<file path="src/rtl/sram_ctrl_pkg.sv">
// Shared types and constants for the frame-buffer SRAM controller.
// Holds the controller state enum and the frame-size helper used for address wrap.
package sram_ctrl_pkg;

    localparam int DEF_ADDR_WIDTH = 20;
    localparam int DEF_DATA_WIDTH = 16;

    typedef enum logic [2:0] {
        ST_IDLE,
        ST_WR_WAIT,
        ST_WR_PULSE,
        ST_WR_HOLD,
        ST_DISPLAY
    } state_e;

    function automatic longint frame_words(input int n, input int m);
        return longint'(n) * longint'(m);
    endfunction

endpackage

</file>
<file path="src/rtl/sram_addr_gen.sv">
// SRAM address counter shared by the load and display phases.
// Clear has priority over increment; increment past i_wrap_at returns to zero.
module sram_addr_gen
    import sram_ctrl_pkg::*;
#(
    parameter int ADDR_WIDTH = DEF_ADDR_WIDTH
) (
    input  logic                  i_clk,
    input  logic                  i_rst,
    input  logic                  i_clear,
    input  logic                  i_incr,
    input  logic [ADDR_WIDTH-1:0] i_wrap_at,
    output logic [ADDR_WIDTH-1:0] o_addr,
    output logic                  o_at_wrap
);

    logic [ADDR_WIDTH-1:0] addr_q;
    logic [ADDR_WIDTH-1:0] addr_d;

    always_comb begin
        addr_d = addr_q;
        if (i_clear) begin
            addr_d = '0;
        end else if (i_incr) begin
            addr_d = (addr_q == i_wrap_at) ? '0 : addr_q + 1'b1;
        end
    end

    always_ff @(posedge i_clk or posedge i_rst) begin
        if (i_rst) begin
            addr_q <= '0;
        end else begin
            addr_q <= addr_d;
        end
    end

    assign o_addr    = addr_q;
    assign o_at_wrap = (addr_q == i_wrap_at);

endmodule

</file>
<file path="src/rtl/sram_frame_ctrl.sv">
// Frame-buffer SRAM sequencer: loads a full frame through a valid/ready port,
// then streams pixels to the VGA path with one cycle of read latency.
module sram_frame_ctrl
    import sram_ctrl_pkg::*;
#(
    parameter int ADDR_WIDTH = DEF_ADDR_WIDTH,
    parameter int DATA_WIDTH = DEF_DATA_WIDTH,
    parameter int N          = 640,
    parameter int M          = 480
) (
    input  logic                  i_clk,
    input  logic                  i_rst,
    input  logic                  i_load_start,
    input  logic                  i_wr_valid,
    input  logic [DATA_WIDTH-1:0] i_wr_data,
    output logic                  o_wr_ready,
    input  logic                  i_active,
    input  logic                  i_frame_start,
    output logic [DATA_WIDTH-1:0] o_pix_data,
    output logic                  o_pix_valid,
    output logic                  o_load_done,
    output logic [ADDR_WIDTH-1:0] o_sram_addr,
    output logic [DATA_WIDTH-1:0] o_sram_dq,
    output logic                  o_sram_dq_oe,
    input  logic [DATA_WIDTH-1:0] i_sram_dq,
    output logic                  o_sram_ce_n,
    output logic                  o_sram_oe_n,
    output logic                  o_sram_we_n
);

    localparam longint FRAME_WORDS = frame_words(N, M);
    localparam logic [ADDR_WIDTH-1:0] LAST_ADDR = ADDR_WIDTH'(FRAME_WORDS - 1);

    if ((FRAME_WORDS < 1) || (FRAME_WORDS > (longint'(1) << ADDR_WIDTH))) begin : g_bad_frame_size
        $error("sram_frame_ctrl: N*M does not fit the SRAM address space");
    end

    state_e                state_q, state_d;
    logic [DATA_WIDTH-1:0] dq_q, dq_d;
    logic [DATA_WIDTH-1:0] pix_data_q, pix_data_d;
    logic                  pix_valid_q, pix_valid_d;
    logic                  load_done_q, load_done_d;
    logic                  addr_clear;
    logic                  addr_incr;
    logic                  addr_at_last;

    sram_addr_gen #(
        .ADDR_WIDTH (ADDR_WIDTH)
    ) u_addr_gen (
        .i_clk     (i_clk),
        .i_rst     (i_rst),
        .i_clear   (addr_clear),
        .i_incr    (addr_incr),
        .i_wrap_at (LAST_ADDR),
        .o_addr    (o_sram_addr),
        .o_at_wrap (addr_at_last)
    );

    always_comb begin
        state_d     = state_q;
        dq_d        = dq_q;
        pix_data_d  = pix_data_q;
        pix_valid_d = 1'b0;
        load_done_d = 1'b0;
        addr_clear  = 1'b0;
        addr_incr   = 1'b0;
        case (state_q)
            ST_IDLE: begin
                if (i_load_start) begin
                    addr_clear = 1'b1;
                    state_d    = ST_WR_WAIT;
                end
            end
            ST_WR_WAIT: begin
                if (i_wr_valid) begin
                    dq_d    = i_wr_data;
                    state_d = ST_WR_PULSE;
                end
            end
            ST_WR_PULSE: begin
                state_d = ST_WR_HOLD;
            end
            // The counter wraps to zero on the last word, which also rewinds display.
            ST_WR_HOLD: begin
                addr_incr = 1'b1;
                if (addr_at_last) begin
                    load_done_d = 1'b1;
                    state_d     = ST_DISPLAY;
                end else begin
                    state_d = ST_WR_WAIT;
                end
            end
            ST_DISPLAY: begin
                if (i_load_start) begin
                    addr_clear = 1'b1;
                    state_d    = ST_WR_WAIT;
                end else begin
                    if (i_active) begin
                        pix_data_d  = i_sram_dq;
                        pix_valid_d = 1'b1;
                    end
                    if (i_frame_start) begin
                        addr_clear = 1'b1;
                    end else if (i_active) begin
                        addr_incr = 1'b1;
                    end
                end
            end
            default: begin
                state_d = ST_IDLE;
            end
        endcase
    end

    always_ff @(posedge i_clk or posedge i_rst) begin
        if (i_rst) begin
            state_q     <= ST_IDLE;
            dq_q        <= '0;
            pix_data_q  <= '0;
            pix_valid_q <= 1'b0;
            load_done_q <= 1'b0;
        end else begin
            state_q     <= state_d;
            dq_q        <= dq_d;
            pix_data_q  <= pix_data_d;
            pix_valid_q <= pix_valid_d;
            load_done_q <= load_done_d;
        end
    end

    // Strobes decode straight from the state register so reset releases the bus instantly.
    assign o_sram_ce_n  = (state_q == ST_IDLE);
    assign o_sram_oe_n  = (state_q != ST_DISPLAY);
    assign o_sram_we_n  = (state_q != ST_WR_PULSE);
    assign o_sram_dq_oe = (state_q == ST_WR_PULSE) || (state_q == ST_WR_HOLD);
    assign o_wr_ready   = (state_q == ST_WR_WAIT);
    assign o_sram_dq    = dq_q;
    assign o_pix_data   = pix_data_q;
    assign o_pix_valid  = pix_valid_q;
    assign o_load_done  = load_done_q;

endmodule

</file>
<file path="config.mk">
export PLATFORM = sky130hd
export DESIGN_NAME = sram_frame_ctrl
export DESIGN_NICKNAME = d
export VERILOG_FILES = /design/src/rtl/sram_ctrl_pkg.sv /design/src/rtl/sram_addr_gen.sv /design/src/rtl/sram_frame_ctrl.sv
export SDC_FILE = /design/constraint.sdc
export NUM_CORES = 1
export LEC_CHECK = 0
export CORE_MARGIN = 5
export CORE_UTILIZATION = 45
export DETAILED_ROUTE_END_ITERATION = 16
export PLACE_DENSITY = 0.81
export SETUP_SLACK_MARGIN = 0.2
export SYNTH_ARGS = -nofsm -noshare
export SYNTH_HDL_FRONTEND = slang
export SYNTH_SLANG_ARGS = --single-unit
</file>
<file path="constraint.sdc">
create_clock -name i_clk -period 2.13 [get_ports i_clk]
set_input_delay 0.3195 -clock i_clk [delete_from_list [all_inputs] [get_ports i_clk]]
set_output_delay 0.3195 -clock i_clk [all_outputs]
set_load 0.1 [all_outputs]
</file>
# Word-level counts from Yosys, hierarchy flattened
# Index checks and enable logic that the tools add are counted.
[word_totals]
regBits = 57
out_inout_bits = 59
[classes]
addsub = 1
n_eq_ne = 9
n_mux = 19
n_bitwise = 1
n_reduce_logical = 7
[ops]
columns = ["op", "n"]
rows = [
  ["two-way mux 20 bit", 3],
  ["adder 20 x 1 -> 20 bit, second input constant", 1],
  ["equality test 20 x 19 -> 1 bit, second input constant", 1],
  ["case mux 3 bit (4 select lines)", 1],
  ["two-way mux 1 bit", 10],
  ["two-way mux 3 bit", 3],
  ["equality test 3 x 2 -> 1 bit, second input constant", 2],
  ["case mux 1 bit (2 select lines)", 2],
  ["AND reduction 2 bit", 2],
  ["equality test 3 x 1 -> 1 bit, second input constant", 1],
  ["equality test 3 bit, second input constant", 1],
  ["logical NOT 3 bit", 1],
  ["inequality test 3 x 2 -> 1 bit, second input constant", 1],
  ["inequality test 3 bit, second input constant", 1],
  ["AND reduction 3 bit", 1],
  ["inequality test 2 x 1 -> 1 bit, second input constant", 1],
  ["inequality test 2 bit, second input constant", 1],
  ["nonzero test 2 bit", 1],
  ["OR reduction 2 bit", 1],
  ["logical OR 1 bit", 1],
  ["inverter 1 bit", 1],
]

# Longest topological paths before layout
[logic_depth]
depth_word = 6
ltp_mapped = 7
ltp_nobuf = 6

# Modules after synthesis
# From an unflattened synthesis, not the netlist that was laid out.
[hier_totals]
cells_unflattened = 235
area_unflattened_um2 = 2812.7
[modules_own_cells]
columns = ["mod", "instances", "cells_each", "area_per_inst_um2", "seq_area_each_um2"]
rows = [
  ["sram_frame_ctrl", 1, 102, 1531.5, 925.9],
  ["sram_addr_gen", 1, 133, 1281.2, 500.5],
]

# Least setup slack after synthesis
# OpenSTA, ideal clock, no wires.
[synth_path]
path_kind = "flip-flop to output port"
from = "reg state_q[0]"
to = "out o_sram_ce_n"
t_arrival_ps = 2583
required_time_ps = 1811
setup_slack_ps = -773
path_stages_with_launch = 3
n_path_buf = 1
cell_sequence = "dfrtp_1 -> buf_4 -> nor3_1"
[synth_between]
elab_chain_len = 1
[synth_rtl]
columns = ["item", "line", "rtl"]
rows = [
  ["start, declared", "sram_frame_ctrl.sv:38", "state_e state_q, state_d;"],
  ["start signal, assigned", "sram_frame_ctrl.sv:123", "state_q <= state_d;"],
  ["logical NOT 3 bit", "sram_frame_ctrl.sv:132", "assign o_sram_ce_n = (state_q == ST_IDLE);"],
  ["end, declared", "sram_frame_ctrl.sv:26", "output logic o_sram_ce_n,"],
]
# Every way passes these cells.

# Worst setup path in the final report
[layout_path]
from = "reg u_addr_gen.addr_q[16], in the netlist u_addr_gen.o_addr[16]"
to = "reg u_addr_gen.addr_q[3], in the netlist u_addr_gen.o_addr[3]"
[layout_between]
elab_chain_len = 4
[layout_rtl]
columns = ["item", "line", "rtl"]
rows = [
  ["start, declared", "sram_addr_gen.sv:17", "logic [ADDR_WIDTH-1:0] addr_q;"],
  ["start signal, assigned", "sram_addr_gen.sv:33", "addr_q <= addr_d;"],
  ["equality test 20 x 19 -> 1 bit", "sram_addr_gen.sv:25", "addr_d = (addr_q == i_wrap_at) ? '0 : addr_q + 1'b1;"],
  ["two-way mux 20 bit", "sram_addr_gen.sv:25", ""],
  ["two-way mux 20 bit", "sram_addr_gen.sv:24", "end else if (i_incr) begin"],
  ["two-way mux 20 bit", "sram_addr_gen.sv:22", "if (i_clear) begin"],
]
# Every way passes these cells. The select of a mux whose other input is x is not followed.
# A chain may end at the register's enable or synchronous reset.

==> results <==
- The flow ran to the end, and the final reports show no timing, DRC or antenna violations.
- The routed design uses 411 microns of met3 wire.
- Setup repair after global routing left no endpoint under its margin.
- The combinational share of power is 0.533.
- In this run the worst hold path is classified as input pin to asynchronous set/reset pin.
- Leaving out fill and tap cells, the most frequent cells in the layout are buf_4, clkdlybuf4s50_1, dfrtp_1.
- Wire segments on met2 add up to 3367 microns in the final route.
- The share of synthesized area occupied by flip-flops and latches is 0.5307.
- In the routed design, unresolved DRC markers number 0.
- STA puts the critical path data arrival time at 2.04 ns.
- The worst register-to-register path begins at u_addr_gen.o_addr[16].
- The most instantiated flip-flop cell in the synthesis netlist is dfrtp_1.
- Of the total power, the clock network draws 0.215.
- Counting flops and latches in the post-synthesis netlist gives 57.
- STA classifies the critical path startpoint as a flop.
- The number of buffers inserted during clock tree synthesis is 9.
- The worst path in the final design needs a cycle of 1.828 ns, including I/O delays and setup.
- The endpoint of the worst-slack reg-to-reg timing path is u_addr_gen.o_addr[3].
- The die covers 7618 sq um.
- The slew of the pin with the lowest slew margin is 0.5837 ns.
- After detailed routing, the total wire length is 6578 microns.
- Summing all placed instances gives a cell area of 3754 sq um.
- The required time of the critical path is 2.35 ns.
- The share of synthesized flip-flops with an asynchronous set or reset is 1.000.
- The number of different library cells used by synthesis comes to 46.
- The area of all placed cells without fillers is 4026 sq um.
- The fraction of layout cells with a size suffix above 1 is 0.4408.
- The via count of the first global-routing pass was 2301.
- The sequential power share is 0.252.
- The number of buffers inserted by hold repair at cts is 0.
- Clock-pin slew was measured on the worst setup and hold paths at 0.06 ns.
- Dividing the detail-routed wire length by the instance count gives 15.93 microns.
- The region available for standard cell placement spans 5851 sq um.
- The worst reg-to-reg setup slack is 0.30 ns.
- Across the run, the number of max-cap violations was 0.
- The switching part of the total power is 0.4999.
- In this run, synthesis inferred 0 flip-flops with an integrated enable.
- The final core area utilization is 0.6882.
- The area growth from synthesis to layout is 49.81%.
- Following the worst setup path forward leads to its endpoint at u_addr_gen.o_addr[3].
- The peak clock frequency supported by timing is 0.5470 GHz.
- Cell internal power was estimated by the tool at 0.003018 W.
- The die height is 87.28 microns.
- The most area-hungry cell type in the Yosys netlist is dfrtp_1.
- The mean number of vias per cell is 5.266.
- Entering global routing, the biggest net connects 31 pins.
- The number of buffers between clock root and the deepest sink is 2.
- The remaining global-route overflow is 0.
- The repair_antennas step left the layout with diodes totalling 0.
- Summed over all cells, the static leakage comes to 1.788 nW.
- Along the worst path, the maximum fanout reaches 6.
- Across the VDD grid, the largest voltage drop is 0.001321 V.
- The number of antenna violations at the first check in global routing came to 0.
- In this run, the number of DRC markers left after iteration 0 of detailed routing was 98.
- Counting every instance in the synthesized netlist gives 225.
- The hold violation total from the final report is 0.
- The area of the mapped netlist is 2688 sq um.
- Sorting the synthesized cells by area gives the leading types as dfrtp_1, mux2_1, mux2_2.
- In this run the top signal layer used is met4.
- When the netlist entered floorplanning its net count stood at 264.
- The pre-antenna-repair detailed-routing pass consisted of 4 iterations.
- The critical path launch point is u_addr_gen.o_addr[16].
- The first global-routing pass estimated 10650 microns of wire.
- The analysis attributes to net switching a power of 0.003017 W.
- The via count of the routed design is 2175.
- The width of the die is 87.28 microns.
- Yosys printed 0 warnings.
- CTS saw 57 sinks.
- Of the post-synthesis cell area, the dominant cell type holds 0.5307.
- The most common cell after layout, fill and taps aside is buf_4.
- For this run, the total global-route usage over all layers was measured as 0.1783.
- A synthesized cell averages 11.94 sq um.
- Measured against its own limit, the worst slew margin works out to 0.6103.
- TritonCTS built the clock tree.
- The H-tree was split into 3 levels.
- STA classifies the critical path endpoint as a flop.
- In this run the clock root is driven by a clkbuf_8.
- The number of top-level design ports is 97.
- Detailed placement finished with a half-perimeter wire length of 5023 microns.
- The category of the critical setup timing path is flop to flop.
- The worst-case reg-to-reg path depth is 6.
- The routed metal-1 wirelength is 2705 microns.
- Between clock sinks in the finished design, the worst skew comes to 0.006690 ns.
- For the final routed database, the setup TNS stands at 0 ns.
- The congestion estimate from routability-driven global placement came to 0.8455.
- The post-layout net count is 372.
- The clock insertion delay at the later pin of the skew report is 0.33 ns.
- The number of max-slew violations in the final report is 0.
- The initial standard-cell utilization of the core is 0.4594.
- The count of buffers inserted at the top-level ports is 96.
- The power density normalized to cell area is 1499 nW/um^2.
- The detail route stage leaves a number of antenna-violating nets equal to 0.
- The site row count is 28.
- The portion of the clock cycle consumed by the worst path in the final layout is 0.8583.
- The final setup violation count is 0.
[logic make-up after synthesis]
kind of cell,after synthesis,synth area share
AND/OR/NAND/NOR,71,0.1550
multiplexers,32,0.1341
adder cells (fa/ha/maj),1,0.004655
buffers and inverters,16,0.03212
XOR/XNOR,6,0.01955
AO/OA/AOI/OAI,42,0.1238
flip-flops,57,0.5307
[state kept, by name, indices dropped and copies added (netlist names)]
name,cells
u_addr_gen.o_addr,20
o_pix_data,16
o_sram_dq,16
state_q,3
o_load_done,1
o_pix_valid,1
[what timing repair did]
item,CTS,global route
resized for setup,0,2
setup buffers,0,1
setup endpoints to repair,0,10
[per-stage QoR]
step	hold slack, ns	worst slack, ns	power (W)	cells
floorplan	0.4086	0.07802	0.003982	225
global placement	0.4704	0.1084	0.004737	396
detailed placement	0.4804	0.07313	0.004780	396
CTS	0.3834	0.2471	0.006091	412
global route	0.4174	0.1851	0.006262	413
finish	0.3797	0.3018	0.006035	413
[worst max-delay path: stages (launching register included)]
cell and delay (ns):
dfrtp_2 0.45, nor4b_1 0.32, nand4_1 0.20, buf_4 0.18
o21ai_2 0.25, o21ai_0 0.14, a22o_1 0.19
[power groups by stage]
stage	Clock [W]	Combinational [W]	Sequential, W
floorplan	0	0.000997	0.00299
global placement	0	0.00321	0.00153
detailed placement	0	0.00324	0.00154
CTS	0.00133	0.00324	0.00152
global route	0.00138	0.00333	0.00156
finish	0.00130	0.00322	0.00152
[cell usage after synthesis, types with 4 or more instances]
cell type	instances
a31oi_1	5
o21ai_0	5
and3_1	6
nand4_1	4
mux2_1	16
nand3_1	9
nand2b_1	4
buf_4	4
dfrtp_1	57
mux2_2	16
xnor2_1	6
nand2_1	11
inv_1	7
nor2_1	10
a21oi_1	7
[metal layers]
| layer | vias up | GRT usage |
|---|---|---|
| li1 | 1031 | - |
| met5 | - | 0 |
| met3 | 10 | 0.05014 |
| met2 | 70 | 0.3075 |
| met4 | 0 | 0.06695 |
| met1 | 1064 | 0.2100 |
[cell type report]
cell class / instances / area [sq um]
Fill cell: 449 / 1824
Sequential cell: 57 / 1454
Multi-Input combinational cell: 152 / 1230
Timing Repair Buffer: 105 / 955.9
Clock buffer: 12 / 165.2
Clock inverter: 4 / 97.59
Tap cell: 75 / 93.84
Inverter: 8 / 30.03
[worst min path at each step]
stage / slack, ns / end / startpoint / cells past startpoint
after detailed placement: 0.48 / o_sram_dq[0] / o_sram_dq[0] / 1
after global placement: 0.47 / o_sram_dq[7] / o_sram_dq[7] / 1
after CTS: 0.38 / o_sram_dq[11] / i_rst / 2
after floorplan: 0.41 / state_q[2] / i_load_start / 1
after global routing: 0.42 / o_sram_dq[11] / i_rst / 2
final: 0.38 / o_pix_data[3] / i_rst / 2
Power figures use the tool's default switching activity.
